--- config.mk ---
export PLATFORM = sky130hd
export DESIGN_NAME = smart_down_timer_flat
export DESIGN_NICKNAME = d
export VERILOG_FILES = /design/src/rtl/smart_counter_pkg.sv /design/src/rtl/smart_down_timer_if.sv /design/src/rtl/smart_prescaler.sv /design/src/rtl/smart_down_timer.sv /design/src/flat_wrapper.sv
export SDC_FILE = /design/constraint.sdc
export NUM_CORES = 1
export LEC_CHECK = 0
export BUFFER_PORTS_ARGS = -buffer_cell sky130_fd_sc_hd__buf_2
export CELL_PAD_IN_SITES_DETAIL_PLACEMENT = 0
export CELL_PAD_IN_SITES_GLOBAL_PLACEMENT = 1
export CORE_ASPECT_RATIO = 1.25
export CORE_MARGIN = 3
export CORE_UTILIZATION = 43
export DETAILED_ROUTE_END_ITERATION = 7
export HOLD_SLACK_MARGIN = 0.05
export PLACE_DENSITY_LB_ADDON = 0.12
export REMOVE_ABC_BUFFERS = 1
export SLEW_MARGIN = 30
export SYNTH_ARGS = -nofsm -noshare
export SYNTH_HDL_FRONTEND = slang
export SYNTH_SLANG_ARGS = --single-unit
--- constraint.sdc ---
create_clock -name clk -period 2.6 [get_ports clk]
set_clock_uncertainty 0.15 [all_clocks]
set_input_delay 0.13 -clock clk [delete_from_list [all_inputs] [get_ports clk]]
set_output_delay 0.13 -clock clk [all_outputs]
set_load 0.01 [all_outputs]
--- src/rtl/smart_counter_pkg.sv ---
// ==========================================================================
// smart_counter_pkg : shared state encoding and prescaler limits for the
//                     SMARTCOUNTER timer cluster.            Rev 1.0
// ==========================================================================
`default_nettype none

package smart_counter_pkg;

   typedef enum logic [1:0] {
      IDLE = 2'd0,
      RUN  = 2'd1,
      DONE = 2'd2
   } state_t;

   localparam int PRESCALE_MIN   = 1;
   localparam int PRESCALE_MAX   = 256;
   localparam int PRESCALE_CNT_W = 8;

endpackage : smart_counter_pkg

`default_nettype wire

--- src/rtl/smart_down_timer_if.sv ---
// ==========================================================================
// smart_down_timer_if : control/status bundle of the countdown timer.
//                                                             Rev 1.0
// ==========================================================================
`default_nettype none

interface smart_down_timer_if #(
   parameter int WIDTH = 8
);
   logic             load;
   logic [WIDTH-1:0] data_in;
   logic             start;
   logic             stop;
   logic             enable;
   logic             auto_reload;
   logic             irq_clr;
   logic [WIDTH-1:0] count;
   logic             busy;
   logic             done;
   logic             irq;

   modport master (
      output load, data_in, start, stop, enable, auto_reload, irq_clr,
      input  count, busy, done, irq
   );

   modport slave (
      input  load, data_in, start, stop, enable, auto_reload, irq_clr,
      output count, busy, done, irq
   );
endinterface : smart_down_timer_if

`default_nettype wire

--- src/rtl/smart_prescaler.sv ---
// ==========================================================================
// smart_prescaler : divides enabled clock cycles by PRESCALE, one tick per
//                   wrap of the internal counter.              Rev 1.0
// ==========================================================================
`default_nettype none

module smart_prescaler
   import smart_counter_pkg::*;
#(
   parameter int PRESCALE = 1
) (
   input  logic clk,
   input  logic rst_n,
   input  logic clr,
   input  logic enable,
   output logic tick
);

   // Out-of-range values are clamped so the counter width stays fixed.
   localparam int c_eff = (PRESCALE < PRESCALE_MIN) ? PRESCALE_MIN :
                          (PRESCALE > PRESCALE_MAX) ? PRESCALE_MAX : PRESCALE;
   localparam logic [PRESCALE_CNT_W-1:0] c_last = PRESCALE_CNT_W'(c_eff - 1);

   logic [PRESCALE_CNT_W-1:0] r_cnt;
   logic                      w_wrap;

   assign w_wrap = (r_cnt == c_last);
   assign tick   = enable && w_wrap;

   always_ff @(posedge clk or negedge rst_n) begin
      if (!rst_n) begin
         r_cnt <= '0;
      end else if (clr) begin
         r_cnt <= '0;
      end else if (enable) begin
         r_cnt <= w_wrap ? '0 : r_cnt + PRESCALE_CNT_W'(1);
      end
   end

endmodule : smart_prescaler

`default_nettype wire

--- src/rtl/smart_down_timer.sv ---
// ==========================================================================
// smart_down_timer : reloadable prescaled down-counter with done pulse,
//                    sticky irq and optional auto-reload.      Rev 1.0
// ==========================================================================
`default_nettype none

module smart_down_timer
   import smart_counter_pkg::*;
#(
   parameter int WIDTH    = 8,
   parameter int PRESCALE = 1
) (
   input  logic              clk,
   input  logic              rst_n,
   smart_down_timer_if.slave bus
);

   localparam logic [WIDTH-1:0] c_one = WIDTH'(1);

   state_t           r_state, w_state_nx;
   logic [WIDTH-1:0] r_count, w_count_nx;
   logic [WIDTH-1:0] r_reload, w_reload_nx;
   logic             r_done, w_done_nx;
   logic             r_irq, w_irq_nx;
   logic             r_busy;
   logic             w_presc_clr;
   logic             w_presc_en;
   logic             w_tick;

   assign w_presc_en = (r_state == RUN) && bus.enable;

   smart_prescaler #(
      .PRESCALE (PRESCALE)
   ) u_prescaler (
      .clk    (clk),
      .rst_n  (rst_n),
      .clr    (w_presc_clr),
      .enable (w_presc_en),
      .tick   (w_tick)
   );

   always_ff @(posedge clk or negedge rst_n) begin
      if (!rst_n) begin
         r_state  <= IDLE;
         r_count  <= '0;
         r_reload <= '0;
         r_done   <= 1'b0;
         r_irq    <= 1'b0;
         r_busy   <= 1'b0;
      end else begin
         r_state  <= w_state_nx;
         r_count  <= w_count_nx;
         r_reload <= w_reload_nx;
         r_done   <= w_done_nx;
         r_irq    <= w_irq_nx;
         r_busy   <= (w_state_nx == RUN);
      end
   end

   always_comb begin
      w_state_nx  = r_state;
      w_count_nx  = r_count;
      w_reload_nx = r_reload;
      w_done_nx   = 1'b0;
      w_irq_nx    = r_irq && !bus.irq_clr;
      w_presc_clr = 1'b0;

      // Priority load > stop > start; a stop outside RUN still masks start.
      if (bus.load) begin
         w_reload_nx = bus.data_in;
         w_count_nx  = bus.data_in;
         w_presc_clr = 1'b1;
         w_state_nx  = IDLE;
      end else if (bus.stop) begin
         if (r_state == RUN) begin
            w_state_nx  = IDLE;
            w_presc_clr = 1'b1;
         end
      end else if (bus.start) begin
         w_presc_clr = 1'b1;
         if (r_state == RUN) begin
            w_count_nx = r_reload;
         end else if (r_reload != '0) begin
            w_count_nx = r_reload;
            w_state_nx = RUN;
         end else begin
            w_count_nx = '0;
            w_state_nx = DONE;
            w_done_nx  = 1'b1;
            w_irq_nx   = 1'b1;
         end
      end else begin
         case (r_state)
            RUN: begin
               if (w_tick) begin
                  if (r_count > c_one) begin
                     w_count_nx = r_count - c_one;
                  end else if (r_count == c_one) begin
                     w_done_nx = 1'b1;
                     w_irq_nx  = 1'b1;
                     if (bus.auto_reload) begin
                        w_count_nx = r_reload;
                     end else begin
                        w_count_nx = '0;
                        w_state_nx = DONE;
                     end
                  end
               end
            end
            DONE: begin
               w_count_nx = '0;
            end
            default: begin
               w_state_nx = r_state;
            end
         endcase
      end
   end

   assign bus.count = r_count;
   assign bus.busy  = r_busy;
   assign bus.done  = r_done;
   assign bus.irq   = r_irq;

endmodule : smart_down_timer

`default_nettype wire

--- src/flat_wrapper.sv ---
// flat-port wrapper written by rule: the top's interface ports become plain ports
module smart_down_timer_flat import smart_counter_pkg::*;
#(
   parameter int WIDTH    = 8,
   parameter int PRESCALE = 1
)
  (clk, rst_n, bus_load, bus_data_in, bus_start, bus_stop, bus_enable, bus_auto_reload, bus_irq_clr, bus_count, bus_busy, bus_done, bus_irq);
  smart_down_timer_if #(.WIDTH(WIDTH)) bus_i ();
  input  logic clk;
  input  logic rst_n;
  input wire logic [$bits(bus_i.load)-1:0] bus_load;
  input wire logic [$bits(bus_i.data_in)-1:0] bus_data_in;
  input wire logic [$bits(bus_i.start)-1:0] bus_start;
  input wire logic [$bits(bus_i.stop)-1:0] bus_stop;
  input wire logic [$bits(bus_i.enable)-1:0] bus_enable;
  input wire logic [$bits(bus_i.auto_reload)-1:0] bus_auto_reload;
  input wire logic [$bits(bus_i.irq_clr)-1:0] bus_irq_clr;
  output wire logic [$bits(bus_i.count)-1:0] bus_count;
  output wire logic [$bits(bus_i.busy)-1:0] bus_busy;
  output wire logic [$bits(bus_i.done)-1:0] bus_done;
  output wire logic [$bits(bus_i.irq)-1:0] bus_irq;
  assign bus_i.load = bus_load;
  assign bus_i.data_in = bus_data_in;
  assign bus_i.start = bus_start;
  assign bus_i.stop = bus_stop;
  assign bus_i.enable = bus_enable;
  assign bus_i.auto_reload = bus_auto_reload;
  assign bus_i.irq_clr = bus_irq_clr;
  assign bus_count = bus_i.count;
  assign bus_busy = bus_i.busy;
  assign bus_done = bus_i.done;
  assign bus_irq = bus_i.irq;
  smart_down_timer #(.WIDTH(WIDTH), .PRESCALE(PRESCALE)) u_core (.clk(clk), .rst_n(rst_n), .bus(bus_i));
endmodule
==> flow_summary_export.csv <==
group,metric,value,unit
outcome,status,"finished clean",
run,max_cap_violations,0,
synth,synthArstFlopShare,1.00,
worst_setup_path,cp-start-kind,"flop",
final_layout,final_core_util,0.551,
final_layout,drive_above_1_share,0.246,
final_layout,final_common_cell,"dfrtp_1",
sta,min_period,2.44,ns
final_layout,final_cell_mix,"dfrtp_1 (28), buf_2 (26), o21ai_0 (18)",
sta,fin_crit_sh,0.940,
worst_hold_path,hold_path_class,"in -> reg",
placed_design,dp.cells,278,
clocking,cts.sinks,29,
synth,synth_cells,197,
route,drtIter0Drc,171,
synth,yosys_warnings,0,
synth,ys.flop_type,"dfrtp_1",
placed_design,dpl.hpwl,3590,um
synth,syn_area,1860,um^2
sta,hold_violations,0,
route,drt-vias-per-instance,5.81,
global_route,antenna_found_initial,0,
route,drt_pass1_iterations,6,
route,ant_nets,0,
sta,worst_pin_slew,0.687,ns
placed_design,place_area,2060,um^2
final_layout,diodes,0,
sta,holdWs,0.106,ns
sta,report.final.slew_viol_count,0,
die,fp.dieArea,5150,um^2
clocking,cts_root_buf,"clkbuf_8",
final_layout,syn2layout_area_growth,22.6,%
die,start_util,0.449,
route,post-route-drc-count,0,
clocking,clock_latency,0.28,ns
synth,synth.top_cell.area_share,0.391,
global_route,grt_pass1_wl,7880,um
final_layout,final_nets,264,
final_layout,num-fill-cells,397,
final_layout,finalNonFillerCells,296,
placed_design,gp_congestion,0.854,
die,rows,26,
die,die_width,64.8,um
die,core_area,4130,um^2
synth,ys_ff_latch,29,
worst_setup_path,endpoint_kind,"flop",
worst_setup_path,cp.required,2.61,ns
power,p_leak,0.994,nW
global_route,overflow,0,
power,ir_drop,0.301,mV
synth,seq_area_frac_synth,0.391,
global_route,grt_max_degree,30,
power,finalPower,1.14,mW
sta,rsz0062_at_grt,"no",
sta,max_freq,409,MHz
sta,fin_tns_setup,0,ns
placed_design,pre_cts_slack,0.0952,ns
die,io_pins,27,
die,fp.dieH,79.5,um
global_route,grt_pass1_vias,1707,
worst_setup_path,cp_data_arrival_time,2.45,ns
sta,worst_slack,0.156,ns
global_route,track_usage,0.198,
sta,max_slew_margin,0.542,
route,wirelength,4860,um
clocking,cts.clk_slew.worst_paths,0.06,ns
sta,final-setup-viol-count,0,
synth,synth.largest_area_cell,"dfrtp_1",
clocking,cts_buffer_depth,2,
synth,ys_top_cells_by_area,"dfrtp_1 (39%), o21ai_0 (4.9%), mux2_2 (4.9%), ha_1 (4.7%), o211ai_1 (2.8%)",
synth,synthDistinctLibCells,53,
clocking,htreeDepth,2,
route,vias,1719,
power,powerDensity,503,nW/um^2
clocking,cts-buffers-inserted,5,
worst_setup_path,path_class,"reg -> reg",
placed_design,io_buffer_count,26,
clocking,cts_tree,"built",
synth,avgSynthCellArea,9.43,um^2
route,wl_per_cell,16.4,um
worst_setup_path,worstPathMaxFanout,8,
synth,synth-edff-count,0,
final_layout,stdcell_area,2280,um^2
==> logic make-up (layout without fill, tap and decap cells) <==
family,Yosys count,after routing,share of synthesized area
simple gates,67,67,0.204
flops,29,29,0.391
fa+ha+maj,7,7,0.0472
xor+xnor,1,1,0.00472
buf+inv,19,62,0.0465
compound gates,63,63,0.242
mux,11,11,0.0647
==> layer usage <==
metal,part of all wire,vias to the layer above,global-route usage
met5,0,-,0
met4,0.0082,0,0.0655
met3,0.040,4,0.0423
met2,0.55,44,0.367
met1,0.40,828,0.221
li1,-,843,-
==> power breakdown <==
| part | internal, mW | switching, mW |
|---|---|---|
| clock | 0.175 | 0.159 |
| combinational | 0.126 | 0.148 |
| sequential | 0.487 | 0.0495 |
| total | 0.788 | 0.356 |
==> synthesized netlist by cell type (all sizes together), types with 2 or more instances <==
master	number
a211oi	2
a21oi	6
a222oi	4
a31oi	3
and2	2
and3	6
buf	3
clkbuf	4
dfrtp	29
ha	7
inv	11
mux2	8
mux2i	3
nand2	13
nand2b	6
nand3	4
nor2	8
nor2b	6
nor3	9
nor3b	3
nor4	4
o211ai	7
o21ai	18
o22ai	2
o31ai	6
or4	2
==> layout make-up <==
class	count	area, um^2	share of cell area
clock buffers	5	68.8	0.0302
clock inverters	1	5.00	0.00220
inverters	12	45.0	0.0198
multi-input cells	149	1060	0.467
flip-flops and latches	29	727	0.319
well taps	56	70.1	0.0308
repair buffers	44	298	0.131
==> critical path: stages, from the launching register on <==
cell and delay, ns:
dfrtp_1 0.42, inv_1 0.07, ha_1 0.16, or4bb_1 0.49, a211oi_2 0.27, o31ai_1 0.13, and2_1 0.26, o32a_1 0.37
==> flip-flops by register name, indices dropped and copies added (netlist names) <==
name	flops
u_core.bus.count	8
u_core.r_reload	8
u_core.u_prescaler.r_cnt	8
u_core.r_state	2
u_core.bus.busy	1
u_core.bus.done	1
u_core.bus.irq	1
==> final timing paths <==
check                                                 start                     endpoint  slack [ns]  depth (start not counted)
worst max-delay path            u_core.u_prescaler.r_cnt[0]          u_core.bus.count[6]        0.16                          7
worst min-delay path                             bus_enable  u_core.u_prescaler.r_cnt[1]        0.11                          4
worst max register to register  u_core.u_prescaler.r_cnt[0]          u_core.bus.count[6]        0.16                          7
worst min register to register  u_core.u_prescaler.r_cnt[7]  u_core.u_prescaler.r_cnt[7]        0.35                          1
max in group asynchronous                             rst_n  u_core.u_prescaler.r_cnt[5]        1.53                          2
min in group asynchronous                             rst_n               u_core.bus.irq        0.29                          2
==> timing repair <==
action                                  in CTS  in global routing
setup buffers                                0                  0
endpoints found under the setup margin       0                  3
endpoints found under the hold margin       40                  0
resized for setup                            0                  6
hold buffers                                12                  0
(Power assumes the default switching activity.)
